### config.mk
export PLATFORM = sky130hd
export DESIGN_NAME = sha256_block_sequencer
export DESIGN_NICKNAME = d
export VERILOG_FILES = /design/src/rtl/sha256_pkg.sv /design/src/rtl/sha256_pad_gen.sv /design/src/rtl/sha256_block_sequencer.sv
export SDC_FILE = /design/constraint.sdc
export NUM_CORES = 1
export LEC_CHECK = 0
export CAP_MARGIN = 15
export CORE_AREA = 2 2 174 176
export CTS_CLUSTER_SIZE = 30
export DETAILED_ROUTE_END_ITERATION = 8
export DIE_AREA = 0 0 176 178
export PLACE_DENSITY = 0.88
export SYNTH_ARGS = -nofsm -noshare
export SYNTH_HDL_FRONTEND = slang
export SYNTH_SLANG_ARGS = --single-unit
### constraint.sdc
create_clock -name clk -period 9.6 [get_ports clk]
set_input_delay 1.92 -clock clk [delete_from_list [all_inputs] [get_ports clk]]
set_output_delay 1.92 -clock clk [all_outputs]
set_load 0.1 [all_outputs]
### src/rtl/sha256_pkg.sv
// Shared types and constants for the single-block SHA-256 message sequencer.
package sha256_pkg;

  typedef enum logic [2:0] {
    ST_IDLE,
    ST_LOAD,
    ST_DRAIN,
    ST_FEED,
    ST_WAIT,
    ST_OUT
  } state_e;

  localparam int SHA_BLOCK_BYTES   = 64;
  localparam int SHA_DIGEST_BYTES  = 32;
  localparam int SHA_MAX_MSG_BYTES = 55;
  localparam int SHA_LEN_OFFSET    = SHA_BLOCK_BYTES - 8;

  localparam logic [7:0] SHA_PAD_BYTE = 8'h80;

endpackage

### src/rtl/sha256_pad_gen.sv
// Maps a block beat index, message length and buffered byte to the padded SHA-256 byte.
module sha256_pad_gen
  import sha256_pkg::*;
(
  input  logic [5:0] k_i,
  input  logic [5:0] cnt_i,
  input  logic [7:0] buf_byte_i,
  output logic [7:0] pad_byte_o
);

  logic [63:0] len_bits;

  assign len_bits = {55'b0, cnt_i, 3'b000};

  // Beats 56..63 carry the length MSB first, so beat k holds byte (63-k) = ~k[2:0].
  always_comb begin
    pad_byte_o = 8'h00;
    if (k_i < cnt_i) begin
      pad_byte_o = buf_byte_i;
    end else if (k_i == cnt_i) begin
      pad_byte_o = SHA_PAD_BYTE;
    end else if (k_i >= 6'(SHA_LEN_OFFSET)) begin
      pad_byte_o = len_bits[{~k_i[2:0], 3'b000} +: 8];
    end
  end

endmodule

### src/rtl/sha256_block_sequencer.sv
// Buffers a 1-55 byte message, streams its padded block to the hash core, forwards the digest.
// Optional WAIT/OUT watchdog enabled by defining SHA_SEQ_TIMEOUT_EN.
module sha256_block_sequencer
  import sha256_pkg::*;
#(
  parameter int unsigned TIMEOUT_CYCLES = 1024
) (
  input  logic       clk,
  input  logic       reset_n,
  input  logic [7:0] s_data,
  input  logic       s_valid,
  input  logic       s_last,
  output logic       s_ready,
  output logic [7:0] core_data,
  output logic       core_valid,
  input  logic [7:0] core_hash,
  input  logic       core_hash_valid,
  output logic [7:0] m_hash,
  output logic       m_valid,
  output logic       m_last,
  output logic       busy,
  output logic       err
);

  state_e     state_q, state_d;
  logic [5:0] cnt_q, cnt_d;
  logic [5:0] k_q, k_d;
  logic [4:0] dig_q, dig_d;
  logic [7:0] m_hash_q, m_hash_d;
  logic       m_valid_q, m_valid_d;
  logic       m_last_q, m_last_d;
  logic       err_q, err_d;
  logic       s_ready_q, core_valid_q, busy_q;
  logic       accept, wr_en;
  logic [5:0] wr_idx;
  logic [7:0] buf_q [SHA_MAX_MSG_BYTES];
  logic [7:0] buf_rd, pad_byte;

`ifdef SHA_SEQ_TIMEOUT_EN
  localparam int unsigned TMO_W = $clog2(TIMEOUT_CYCLES + 1);
  logic [TMO_W-1:0] tmo_q, tmo_d;
`else
  logic unused_tmo;
  assign unused_tmo = ^TIMEOUT_CYCLES;
`endif

  assign accept = s_valid && s_ready_q;

  always_comb begin
    state_d   = state_q;
    cnt_d     = cnt_q;
    k_d       = k_q;
    dig_d     = dig_q;
    m_hash_d  = m_hash_q;
    m_valid_d = 1'b0;
    m_last_d  = 1'b0;
    err_d     = 1'b0;
    wr_en     = 1'b0;
    wr_idx    = cnt_q;
    case (state_q)
      ST_IDLE: if (accept) begin
        wr_en   = 1'b1;
        wr_idx  = 6'd0;
        cnt_d   = 6'd1;
        k_d     = 6'd0;
        state_d = s_last ? ST_FEED : ST_LOAD;
      end
      ST_LOAD: if (accept) begin
        // A 56th byte can never fit alongside the 0x80 marker and length field.
        if (cnt_q == 6'(SHA_MAX_MSG_BYTES)) begin
          err_d   = 1'b1;
          state_d = s_last ? ST_IDLE : ST_DRAIN;
        end else begin
          wr_en = 1'b1;
          cnt_d = cnt_q + 6'd1;
          if (s_last) begin
            k_d     = 6'd0;
            state_d = ST_FEED;
          end
        end
      end
      ST_DRAIN: if (accept && s_last) state_d = ST_IDLE;
      ST_FEED: begin
        k_d = k_q + 6'd1;
        if (k_q == 6'(SHA_BLOCK_BYTES - 1)) state_d = ST_WAIT;
      end
      ST_WAIT: if (core_hash_valid) begin
        m_hash_d  = core_hash;
        m_valid_d = 1'b1;
        dig_d     = 5'd1;
        state_d   = ST_OUT;
      end
      ST_OUT: if (core_hash_valid) begin
        m_hash_d  = core_hash;
        m_valid_d = 1'b1;
        dig_d     = dig_q + 5'd1;
        if (dig_q == 5'(SHA_DIGEST_BYTES - 1)) begin
          m_last_d = 1'b1;
          state_d  = ST_IDLE;
        end
      end
      default: state_d = ST_IDLE;
    endcase
`ifdef SHA_SEQ_TIMEOUT_EN
    tmo_d = '0;
    if ((state_q == ST_WAIT || state_q == ST_OUT) && !core_hash_valid) begin
      if (tmo_q == TMO_W'(TIMEOUT_CYCLES - 1)) begin
        err_d   = 1'b1;
        state_d = ST_IDLE;
      end else begin
        tmo_d = tmo_q + 1'b1;
      end
    end
`endif
  end

  always_ff @(posedge clk or negedge reset_n) begin
    if (!reset_n) begin
      state_q      <= ST_IDLE;
      cnt_q        <= '0;
      k_q          <= '0;
      dig_q        <= '0;
      m_hash_q     <= '0;
      m_valid_q    <= 1'b0;
      m_last_q     <= 1'b0;
      err_q        <= 1'b0;
      s_ready_q    <= 1'b0;
      core_valid_q <= 1'b0;
      busy_q       <= 1'b0;
`ifdef SHA_SEQ_TIMEOUT_EN
      tmo_q        <= '0;
`endif
    end else begin
      state_q      <= state_d;
      cnt_q        <= cnt_d;
      k_q          <= k_d;
      dig_q        <= dig_d;
      m_hash_q     <= m_hash_d;
      m_valid_q    <= m_valid_d;
      m_last_q     <= m_last_d;
      err_q        <= err_d;
      s_ready_q    <= (state_d == ST_IDLE) || (state_d == ST_LOAD) || (state_d == ST_DRAIN);
      core_valid_q <= (state_d == ST_FEED);
      busy_q       <= (state_d != ST_IDLE);
`ifdef SHA_SEQ_TIMEOUT_EN
      tmo_q        <= tmo_d;
`endif
    end
  end

  // Message storage carries no reset; only bytes below cnt are ever read.
  always_ff @(posedge clk) begin
    if (wr_en) buf_q[wr_idx] <= s_data;
  end

  assign buf_rd = (k_q < 6'(SHA_MAX_MSG_BYTES)) ? buf_q[k_q] : 8'h00;

  sha256_pad_gen u_pad_gen (
    .k_i        (k_q),
    .cnt_i      (cnt_q),
    .buf_byte_i (buf_rd),
    .pad_byte_o (pad_byte)
  );

  assign s_ready    = s_ready_q;
  assign core_valid = core_valid_q;
  assign core_data  = core_valid_q ? pad_byte : 8'h00;
  assign m_hash     = m_hash_q;
  assign m_valid    = m_valid_q;
  assign m_last     = m_last_q;
  assign busy       = busy_q;
  assign err        = err_q;

endmodule

# Word-level counts from Yosys, hierarchy flattened
# Memories as Yosys holds them, arrays and structs flattened.
# Index checks and enable logic that the tools add are counted.
dict set report totals {
  register_bits 34
  output_inout_bits 22
  inputBits 21
  n_memories 1
  ramBits 440
  word_cells 98
}
# name words width read_ports rd_ports_with_merged_regs wr line_no
set memory_table {}
lappend memory_table {buf_q 55 8 1 0 1 sha256_block_sequencer.sv:36} ;# logic [7:0] buf_q [SHA_MAX_MSG_BYTES];
dict set report classes {
  eq_ne 18
  muxes 45
  n_shift 1
  n_lt_le_gt_ge 3
  n_bitwise 1
  reduce_logical 15
  n_addsub 3
}
# op n
set ops {}
lappend ops {{variable part select 64 x 7 -> 8 bit} 1}
lappend ops {{2-to-1 mux 6 bit} 9}
lappend ops {{2-to-1 mux 8 bit} 5}
lappend ops {{2-to-1 mux 3 bit} 9}
lappend ops {{one-hot mux 3 bit (6 select lines)} 1}
lappend ops {{one-hot mux 6 bit (3 select lines)} 1}
lappend ops {{2-to-1 mux 1 bit} 13}
lappend ops {{adder 6 x 1 -> 6 bit, second input constant} 2}
lappend ops {{equality test 3 x 2 -> 1 bit, second input constant} 4}
lappend ops {{equality test 6 bit, second input constant} 2}
lappend ops {{inequality test 2 bit, second input constant} 6}
lappend ops {{one-hot mux 6 bit (2 select lines)} 1}
lappend ops {{2-to-1 mux 5 bit} 2}
lappend ops {{one-hot mux 5 bit (2 select lines)} 1}
lappend ops {{equality test 3 x 1 -> 1 bit, second input constant} 2}
lappend ops {{equality test 3 bit, second input constant} 2}
lappend ops {{equality test 6 bit} 1}
lappend ops {{greater-or-equal comparator 6 bit, second input constant} 1}
lappend ops {{logical NOT 3 bit} 2}
lappend ops {{< comparator 6 bit} 1}
lappend ops {{< comparator 6 bit, second input constant} 1}
lappend ops {{nonzero test 3 bit} 2}
lappend ops {{adder 5 x 1 -> 5 bit, second input constant} 1}
lappend ops {{equality test 5 bit, second input constant} 1}
lappend ops {{11 further kinds} 15}

# Depth between registers and ports, before layout
dict set report logic_depth {
  ltp_word 7
  mapped_depth 14
  depth_no_buf 8
}

# Modules after synthesis
# From an unflattened synthesis, not the netlist that was laid out.
dict set report hier_totals {
  hier_cells 1026
  hier_area_um2 19334.8
}
# module cells_each instances area_each_um2 seq_area_each_um2
set by_module_without_submodules {}
lappend by_module_without_submodules {sha256_block_sequencer 983 1 18985.7 14063.5}
lappend by_module_without_submodules {sha256_pad_gen 43 1 349.1 0.0}

# Least setup slack after synthesis
# OpenSTA, ideal clock, no wires.
dict set report synth_timing {
  kind {register to output}
  startpoint {reg k_q[0]}
  endpoint {out core_data[2]}
  path_stages_with_launch 14
  t_required_ps 7680
  path_buffers 5
  arrival_ps 4351
  slack_ps 3329
  cell_sequence {dfrtp_1 buf_6 buf_12 buf_6 buf_6 buf_2 inv_1 ha_1 nor2b_1 o21ai_0 a21oi_1 nor4b_2 o221ai_1 nor3_1}
}
dict set report synth_via {
  elab_chain_len 6
  word_cells_on_any_way 12
  classes_between {order compare: 3; eq/ne: 1; shift: 1; mux: 5; bitwise: 1; memory: 1}
}
# item line_no
set synth_rtl {}
lappend synth_rtl {{from (decl)} sha256_block_sequencer.sv:27} ;# logic [5:0] k_q, k_d;
lappend synth_rtl {{from (signal assigned)} sha256_block_sequencer.sv:136} ;# k_q <= k_d;
lappend synth_rtl {{NOT 3 bit} sha256_pad_gen.sv:23} ;# pad_byte_o = len_bits[{~k_i[2:0], 3'b000} +: 8];
lappend synth_rtl {{variable part select 64 x 7 -> 8 bit} sha256_pad_gen.sv:23}
lappend synth_rtl {{2-to-1 mux 8 bit} sha256_pad_gen.sv:22} ;# end else if (k_i >= 6'(SHA_LEN_OFFSET)) begin
lappend synth_rtl {{2-to-1 mux 8 bit} sha256_pad_gen.sv:20} ;# end else if (k_i == cnt_i) begin
lappend synth_rtl {{2-to-1 mux 8 bit *} sha256_pad_gen.sv:18} ;# if (k_i < cnt_i) begin
lappend synth_rtl {{2-to-1 mux 8 bit *} sha256_block_sequencer.sv:167} ;# assign core_data = core_valid_q ? pad_byte : 8'h00;
lappend synth_rtl {{to (decl)} sha256_block_sequencer.sv:14} ;# output logic [7:0] core_data,
# Every way passes the cells marked *; elsewhere a longest branch is shown, timed or not.

# Worst setup path after layout
dict set report layout_timing {
  startpoint {reg k_q[0]}
  endpoint {out core_data[5]}
}
# The elaborated chain is that of the path after synthesis.

==> results.md <==
- Drc violations: 0
- Count of flip-flops with a built-in enable after synthesis: 440
- # diodes: 0
- Initial core utilization: 0.655
- Final Non-Filler Cells: between 1500 and 2000
- Yosys reg bits: about 470
- Num Clock Sinks: roughly 470
- WP data required: 7.68 ns
- Pin count of the biggest net entering global routing: about 90
- Final net count: ~1100
- Clock latency on the worst-skew pair: 0.56 ns
- Final worst-path cycle share: 0.730
- Setup TNS: 0 ns
- Hold Violations, Final: 0
- Worst vdd ir: around 0.2 mV
- Die Y-Extent: ~180 µm
- DR iter-0 viols: between 1500 and 2000
- Status: completed
- Max Fclk: between 0.1 and 0.15 GHz
- Slew Limit Fails: 0
- Slowest stage delay, CP: 1.27 ns
- Post CTS Setup Buffer Count: 0
- Max FO, Critical Path: between 90 and 100
- H-tree levels: 2
- IO Count: 43
- Final setup violation count: 0
- Num CTS Buffers: 45
- CP max-delay cell: clkdlybuf4s50_1
- Worst min path class: flop to flop
- Yosys cell types: approximately 60
- Critical path capture point type: output port
- Grt total ovfl: 0
- Average size of a mapped cell: around 18 µm²
- Arr. time, crit path: between 5 and 6 ns
- DR vias/cell: 6.93
- Clock buffer depth: 3
- Met3 GRT Util: 0.0569
- Ys flop type: edfxtp_1
- GRT Total Usage: 0.290
- First drt pass iteration count: 5
- Busiest grt layer: met2
- CP Cell Sequence: buf_12 > inv_1 > ha_1 > nand3_1 > or2_2 > nor2b_1 > and2_1 > nand3_1 > o32ai_1 > clkdlybuf4s50_1
- RSZ-0062 raised after global routing: false
- CP Launch Type: flop
- # hold bufs at CTS: 0
- Vias: between 10000 and 15000
- Antenna Violating Nets Remaining: 0
- Cells after Synth: roughly 1100
- Least-Margin Pin Slew: approximately 1.1 ns
- Critical path type: flop to output port
- Minimum clock period after layout: about 7 ns
- Site row count: 63
- P&R area growth vs syn: 10.0%
- Final worst setup slack: roughly 2.6 ns
- Clk root buf: clkbuf_16
- Routed wire per std cell: 28.7 µm
- # port buffers: 42
- GPL Wtd Cong: approximately 0.93
- Placed Cells: roughly 1500
- Post_cts resized: 0
- Max-cap viol count: 0
- DIE WIDTH: 176 µm
- PwrDens: approximately 270 nW/µm²
- Core area: 29400 µm²
- DP Worst Slack: ~3.2 ns
- Met1 usage: 0.408
- Worst clock skew: between 0.02 and 0.03 ns
- Leakage Power: 6.92 nW
- Global-route wire length before repair: ~66 mm
- Grt met2 use: 0.467
- Initial antenna violation count: 0
- Reg clk slew, reported paths: 0.07 ns
- Final HPWL DP: 25.3 mm
- Final WL: around 44 mm
- Mapped cell area: between 15000 and 20000 µm²
- CP most frequent cell: nand3_1
- Syn_nets: around 1100
- Slew headroom: 0.236
- DIE AREA: between 30000 and 40000 µm²
- YS warnings: 0
- Asr flop ratio synth: 0.0717
- Vias in the first global route: approximately 11000
- Sequential fraction of the synthesis area: 0.730
- TritonCTS clock tree: built
- Share of cells above drive strength 1: 0.161
-- through the flow --
stage | instance area (µm²) | power, mW | util | hold slack [ns]
6_report | 21200 | 5.72 | 0.721 | 0.478
5_1_grt | 21200 | 5.89 | 0.721 | 0.499
4_1_cts | 21200 | 5.71 | 0.721 | 0.481
3_5_place_dp | 19800 | 4.08 | 0.675 | 0.468
3_3_place_gp | 19800 | 4.04 | 0.675 | 0.456
2_1_floorplan | 19300 | 3.68 | - | 0.444
-- path summary, 6_finish.rpt --
kind	end	slack [ns]	cells after the start	from
setup reg to reg	buf_q[6][2]$_DFFE_PP_	6.10	4	state_q[0]$_DFF_PN0_
hold reg to reg	m_hash[1]$_DFFE_PN0P_	0.48	2	m_hash[1]$_DFFE_PN0P_
setup / recovery	core_data[5]	2.59	10	k_q[0]$_DFFE_PN0P_
min in group asynchronous	cnt_q[0]$_DFFE_PN0P_	1.78	2	reset_n
hold / removal	m_hash[1]$_DFFE_PN0P_	0.48	2	m_hash[1]$_DFFE_PN0P_
max in group asynchronous	k_q[2]$_DFFE_PN0P_	7.48	2	reset_n
-- cell families (layout without fill, tap and decap cells) --
kind of cell	after synthesis	after routing	synth area share
flops	474	474	0.730
simple gates	237	237	0.0564
mux	156	156	0.143
compound gates	126	126	0.0418
buf+inv	71	141	0.0209
fa+ha+maj	12	12	0.00779
xor+xnor	1	1	0.000455
-- per-layer routing --
| layer | routed length [µm] | share of wire | vias up |
|---|---|---|---|
| met4 | 1360 | 0.031 | 0 |
| met2 | 21600 | 0.49 | 760 |
| met1 | 16200 | 0.37 | 5393 |
| li1 | - | - | 4373 |
| met5 | 0 | 0 | - |
| met3 | 4910 | 0.11 | 121 |
-- cell type report --
type / count / area, µm²
Tap cell: 390 / 488
Sequential cell: 474 / 14100
Clock inverter: 29 / 166
Multi-Input combinational cell: 532 / 4800
Clock buffer: 53 / 1190
Fill cell: 1609 / 8210
Timing Repair Buffer: 48 / 438
Inverter: 11 / 41.3
-- power by group --
group | switching, mW | internal [mW]
registers | 0.129 | 2.28
clock network | 0.748 | 0.890
logic | 1.03 | 0.642
-- worst max-delay path: cells and delay by family (launching register included) --
kind,cells,cell delay (ns)
buf+inv,3,2.12
flops,1,1.05
simple gates,5,0.66
compound gates,1,0.34
fa+ha+maj,1,0.32
-- cell usage in the layout, fill, tap and decap left out, types with 4 or more instances in the layout --
cell type,count
a21oi_1,30
a22oi_1,4
and2_1,5
and3_1,7
buf_2,8
buf_4,5
clkbuf_1,6
clkbuf_16,46
clkdlybuf4s50_1,34
clkinv_1,12
clkinv_2,13
dfrtp_1,31
edfxtp_1,440
ha_1,12
inv_1,9
mux2_2,7
mux2i_1,56
mux4_2,90
nand2_1,68
nand2b_1,5
nand3_1,22
nand4_1,6
nor2_1,86
nor2b_1,9
nor3_1,6
o211ai_1,4
o21ai_0,34
o21ai_1,4
o221ai_1,7
o22ai_1,9
o32ai_1,7
or3_1,8
-- sequential cells by signal, summed over array words and instances, names as in the netlist --
register / flops
buf_q: 440
m_last: 1
busy: 1
cnt_q: 6
core_valid: 1
s_ready: 1
state_q: 3
k_q: 6
err: 1
m_valid: 1
dig_q: 5
m_hash: 8
-- cells in the mapped netlist, types with 3 or more instances --
library cell  number  share of area
a21o_1             3         0.0012
a21oi_1           30         0.0078
a22o_1             3         0.0014
a22oi_1            4         0.0016
a31oi_1            3        0.00097
and2_1             5         0.0016
and3_1             7         0.0023
buf_1              9         0.0018
buf_2             15         0.0039
buf_4              5         0.0019
buf_6             11         0.0064
clkbuf_1          19         0.0037
dfrtp_1           34          0.044
edfxtp_1         440           0.69
ha_1              12         0.0078
inv_1              9         0.0018
mux2_2             7         0.0041
mux2i_1           56          0.029
mux4_1             3         0.0041
mux4_2            90           0.11
nand2_1           68          0.013
nand2b_1           5         0.0016
nand3_1           22         0.0057
nand4_1            6         0.0019
nor2_1            86          0.017
nor2b_1            9         0.0029
nor3_1             6         0.0016
nor4_1             3        0.00097
o211ai_1           4         0.0016
o21ai_0           34         0.0088
o21ai_1            4         0.0010
o221ai_1           7         0.0032
o22ai_1            9         0.0029
o31ai_1            3         0.0012
o32ai_1            7         0.0032
or2_2              3        0.00097
or3_1              8         0.0026
Note: power is estimated with default switching activity, not from simulation.
